File: src/rtl/wb_summult_regs.sv
// wb_summult_regs -- Wishbone register window (CTRL/N/RESULT/STATUS) for a sum/multiply core.
// Revision 1.0
`default_nettype none
`timescale 1ns/1ps

module wb_summult_regs #(
  parameter logic [31:0] BASE_ADR = 32'h3000_0000
) (
  input  logic        clk,
  input  logic        rst_n,
  input  logic        wbs_stb_i,
  input  logic        wbs_cyc_i,
  input  logic        wbs_we_i,
  input  logic [3:0]  wbs_sel_i,
  input  logic [31:0] wbs_adr_i,
  input  logic [31:0] wbs_dat_i,
  output logic        wbs_ack_o,
  output logic [31:0] wbs_dat_o,
  output logic [15:0] n_o,
  output logic        start_o,
  input  logic [31:0] x_i,
  input  logic        done_i,
  output logic        irq_o
);

  localparam logic [1:0] REG_CTRL   = 2'd0;
  localparam logic [1:0] REG_N      = 2'd1;
  localparam logic [1:0] REG_RESULT = 2'd2;
  localparam logic [1:0] REG_STATUS = 2'd3;

  logic        hit;
  logic        wr_en;
  logic        done_rise;
  logic        unused_bits;

  logic        ack_q, ack_d;
  logic [31:0] dat_q, dat_d;
  logic [1:0]  req_reg_q, req_reg_d;
  logic        req_we_q, req_we_d;
  logic [1:0]  req_sel_q, req_sel_d;
  logic [15:0] req_dat_q, req_dat_d;
  logic [15:0] n_q, n_d;
  logic [31:0] result_q, result_d;
  logic        busy_q, busy_d;
  logic        done_q, done_d;
  logic        irq_en_q, irq_en_d;
  logic        start_q, start_d;
  logic        irq_q, irq_d;
  logic        done_prev_q, done_prev_d;

  assign hit         = wbs_stb_i & wbs_cyc_i & (wbs_adr_i[31:4] == BASE_ADR[31:4]);
  assign wr_en       = ack_q & req_we_q;
  assign done_rise   = done_i & ~done_prev_q & busy_q;
  assign unused_bits = ^{wbs_dat_i[31:16], wbs_sel_i[3:2], wbs_adr_i[1:0]};

  always_comb begin
    ack_d       = hit & ~ack_q;
    dat_d       = 32'h0;
    req_reg_d   = req_reg_q;
    req_we_d    = req_we_q;
    req_sel_d   = req_sel_q;
    req_dat_d   = req_dat_q;
    n_d         = n_q;
    result_d    = result_q;
    busy_d      = busy_q;
    done_d      = done_q;
    irq_en_d    = irq_en_q;
    start_d     = 1'b0;
    irq_d       = done_q & irq_en_q;
    done_prev_d = done_i;

    // The access is latched at the hit so the write can be applied when the ack completes.
    if (ack_d) begin
      req_reg_d = wbs_adr_i[3:2];
      req_we_d  = wbs_we_i;
      req_sel_d = wbs_sel_i[1:0];
      req_dat_d = wbs_dat_i[15:0];
      case (wbs_adr_i[3:2])
        REG_CTRL:   dat_d = {29'h0, irq_en_q, done_q, busy_q};
        REG_N:      dat_d = {16'h0, n_q};
        REG_RESULT: dat_d = result_q;
        default:    dat_d = {31'h0, done_q};
      endcase
    end

    if (wr_en) begin
      case (req_reg_q)
        REG_CTRL: begin
          if (req_sel_q[0]) begin
            irq_en_d = req_dat_q[1];
            if (req_dat_q[0] && !busy_q) begin
              start_d = 1'b1;
              busy_d  = 1'b1;
              done_d  = 1'b0;
            end
          end
        end
        REG_N: begin
          if (!busy_q) begin
            if (req_sel_q[0]) n_d[7:0]  = req_dat_q[7:0];
            if (req_sel_q[1]) n_d[15:8] = req_dat_q[15:8];
          end
        end
        REG_STATUS: begin
          if (req_dat_q[0]) done_d = 1'b0;
        end
        default: ;
      endcase
    end

    // Completion is evaluated after the STATUS clear so a coincident set wins.
    if (done_rise) begin
      result_d = x_i;
      busy_d   = 1'b0;
      done_d   = 1'b1;
    end
  end

  always_ff @(posedge clk or negedge rst_n) begin
    if (!rst_n) begin
      ack_q       <= 1'b0;
      dat_q       <= 32'h0;
      req_reg_q   <= 2'd0;
      req_we_q    <= 1'b0;
      req_sel_q   <= 2'd0;
      req_dat_q   <= 16'h0;
      n_q         <= 16'h0;
      result_q    <= 32'h0;
      busy_q      <= 1'b0;
      done_q      <= 1'b0;
      irq_en_q    <= 1'b0;
      start_q     <= 1'b0;
      irq_q       <= 1'b0;
      done_prev_q <= 1'b0;
    end else begin
      ack_q       <= ack_d;
      dat_q       <= dat_d;
      req_reg_q   <= req_reg_d;
      req_we_q    <= req_we_d;
      req_sel_q   <= req_sel_d;
      req_dat_q   <= req_dat_d;
      n_q         <= n_d;
      result_q    <= result_d;
      busy_q      <= busy_d;
      done_q      <= done_d;
      irq_en_q    <= irq_en_d;
      start_q     <= start_d;
      irq_q       <= irq_d;
      done_prev_q <= done_prev_d;
    end
  end

  assign wbs_ack_o = ack_q;
  assign wbs_dat_o = dat_q;
  assign n_o       = n_q;
  assign start_o   = start_q;
  assign irq_o     = irq_q;

endmodule

`default_nettype wire

File: config.mk
export PLATFORM = sky130hd
export DESIGN_NAME = wb_summult_regs
export DESIGN_NICKNAME = d
export VERILOG_FILES = /design/src/rtl/wb_summult_regs.sv
export SDC_FILE = /design/constraint.sdc
export NUM_CORES = 1
export LEC_CHECK = 0
export BUFFER_PORTS_ARGS = -buffer_cell sky130_fd_sc_hd__buf_2
export CAP_MARGIN = 20
export CORE_ASPECT_RATIO = 0.7
export CORE_MARGIN = 4
export CORE_UTILIZATION = 40
export CTS_CLUSTER_DIAMETER = 150
export DETAILED_ROUTE_END_ITERATION = 6
export HOLD_SLACK_MARGIN = 0.06
export PLACE_DENSITY = 0.67
export SYNTH_ARGS = -nofsm -noshare
export SYNTH_HDL_FRONTEND = slang
export SYNTH_SLANG_ARGS = --single-unit
export TNS_END_PERCENT = 100
File: constraint.sdc
create_clock -name clk -period 1.9 [get_ports clk]
set_input_delay 0.095 -clock clk [delete_from_list [all_inputs] [get_ports clk]]
set_output_delay 0.095 -clock clk [all_outputs]
set_load 0.03 [all_outputs]
==> results.toml <==
[run_status]
status = "completed"

[timing]
max_freq_mhz = 599
tightest_slew_ps = 552
maxSlewViolCount = 0
slew_headroom_pct = 63.2
min_period_ps = 1670
grt_setup_unrepaired = "no"
whs_ps = 110
worst_clock_skew_ps = 7.80
finalSetupTns_ps = 0
period_share_pct = 87.9
finalHoldViolations = 0
setup_viol = 0

[logic_synthesis]
synthCells = 275
syn_area_sq_um = 4140
synth_seq_cells = 108
post-synth-top-count-cell = "dfrtp_1"
synthTopCellsByArea = "dfrtp_1 (65%), mux2_2 (16%), mux2_4 (3.6%)"
yosysUniqueCellTypes = 31
synth_top_area_share_pct = 65.4
ys_warn_count = 0
synth_nets = 381
ys_seq_area_share_pct = 65.4
synth_common_cells = "dfrtp_1 (108), mux2_2 (58), nor2_1 (19)"
synthArstFlopShare_pct = 100
synth_edf_count = 0
synth.avg_cell_area_sq_um = 15.0
synth_top_area_cell = "dfrtp_1"
synth_ff_type = "dfrtp_1"

[routing]
routed_wl_mm = 9.88
vias_per_cell = 4.82
wire_per_inst_um = 16.3
drtIter0Drc = 116
detail-route-antenna-nets = 0
drcViolationCount = 0
firstDrtPassIters = 4
vias = 2914

[floorplanning]
ios = 157
start_util_pct = 41.9
coreArea_sq_um = 9870
die_w_um = 130
die_y_um = 93.1
dieArea_sq_um = 12100
rows = 30

[clock_network]
htreeDepth = 3
post_cts_buffers = 0
clkTransAtPathRegs_ps = 70
cts_buffers = 9
clkSinkCount = 108
cts_tree = "built"
clock_latency_ps = 340
ctsLongestPathBuffers = 2
cts-root-buf = "clkbuf_16"

[final_layout]
antenna_cells = 0
synthToLayoutAreaGrowth_pct = 40.2
drive_gt1_share_pct = 49.3
fin_nets = 578
final_area_sq_um = 5800

[critical_path]
cp.arrival_ps = 1900
cp_max_fo = 37
end_kind = "register"
critPathKind = "register to register"
crit_required_ps = 2130
crit_path_start_kind = "register"

[placed_design]
io_buffer_count = 136
placed_area_sq_um = 4980
place.gp.congestion = 0.724
dp_hpwl_mm = 6.45

[hold_path]
hp-class = "input port to register"

[global_routing]
grt_usage_pct = 17.0
grt_pass1_wl_mm = 15.9
antenna_found_initial = 0
grt_overflow_total = 0
grt_max_degree = 109
grt_pass1_vias = 3145

[power]
power.density_nw_per_um2 = 907
ir_drop_uv = 564
leakagePower_uw = 0.00301

[job]
maxCapViolations = 0
## where the power goes
part	switching (uW)	total [uW]	internal, uW
clock network	842	1780	937
logic	221	667	446
registers	163	2810	2650
## kinds of logic (layout without fill, tap and decap cells)
| group | Yosys count | in the layout | share of synthesized area [%] |
|---|---|---|---|
| and+or+nand+nor | 61 | 61 | 8.02 |
| AOI/OAI and AO/OA | 18 | 18 | 3.03 |
| DFF | 108 | 108 | 65.4 |
| muxes | 73 | 73 | 21.0 |
| buffers and inverters | 15 | 217 | 2.60 |
## sequential cells by signal (all words and copies together), names as in the netlist
register     count
req_dat_q       16
start_o          1
req_we_q         1
wbs_dat_o       32
result_q        32
irq_en_q         1
irq_o            1
req_reg_q        2
req_sel_q        2
wbs_ack_o        1
n_o             16
done_q           1
busy_q           1
done_prev_q      1
## cells in the final DEF, fill, tap and decap left out, types with 5 or more instances in the layout
master / instances
nor4_1: 5
mux2_4: 10
dlygate4sd3_1: 53
clkbuf_16: 9
buf_4: 10
nor2_1: 19
a22oi_1: 13
buf_2: 135
dfrtp_1: 108
mux2_2: 58
and3_1: 16
## critical path: stages, from the launching register on
cell,delay [ps]
dfrtp_1,380
nor3_1,130
nand4_1,120
or2_1,340
inv_12,220
mux2_2,370
## path summary, 6_finish.rpt
path / from / to / slack [ps] / cells after the start
min in group asynchronous: rst_n / wbs_dat_o[29] / 360 / 3
worst min register to register: result_q[16] / wbs_dat_o[16] / 500 / 1
worst max register to register: wbs_ack_o / req_dat_q[0] / 230 / 5
max in group asynchronous: rst_n / n_o[11] / 1120 / 3
worst min-delay path: wbs_adr_i[3] / req_reg_q[1] / 110 / 2
worst max-delay path: wbs_ack_o / req_dat_q[0] / 230 / 5
## cell type report
cell class | instances | area (sq um)
multi-input cells | 152 | 1330
clock inverters | 6 | 46.3
well taps | 128 | 160
flip-flops and latches | 108 | 2700
repair buffers | 199 | 1300
inverters | 2 | 20.0
fillers | 811 | 4080
clock buffers | 10 | 239
## metal layers
layer / vias to the layer above / global-route usage [%] / wire, um
met3: 15 / 5.19 / 665
met2: 88 / 27.5 / 4640
li1: 1369 / - / -
met1: 1442 / 22.6 / 4480
met5: - / 0 / 0
met4: 0 / 4.24 / 98
## stage by stage
step	util, %	std cells	setup WS (ps)	total power, uW
2_1_floorplan	-	275	156	3190
3_5_place_dp	50.5	536	227	3450
3_3_place_gp	50.5	536	242	3400
6_report	58.7	605	229	5260
4_1_cts	58.7	605	212	5320
5_1_grt	58.7	605	152	5520
## timing repair
action,4_1_cts,5_1_grt
hold buffers,53,0
resized for setup,0,0
hold endpoints to repair,160,0
(Power assumes the default switching activity.)
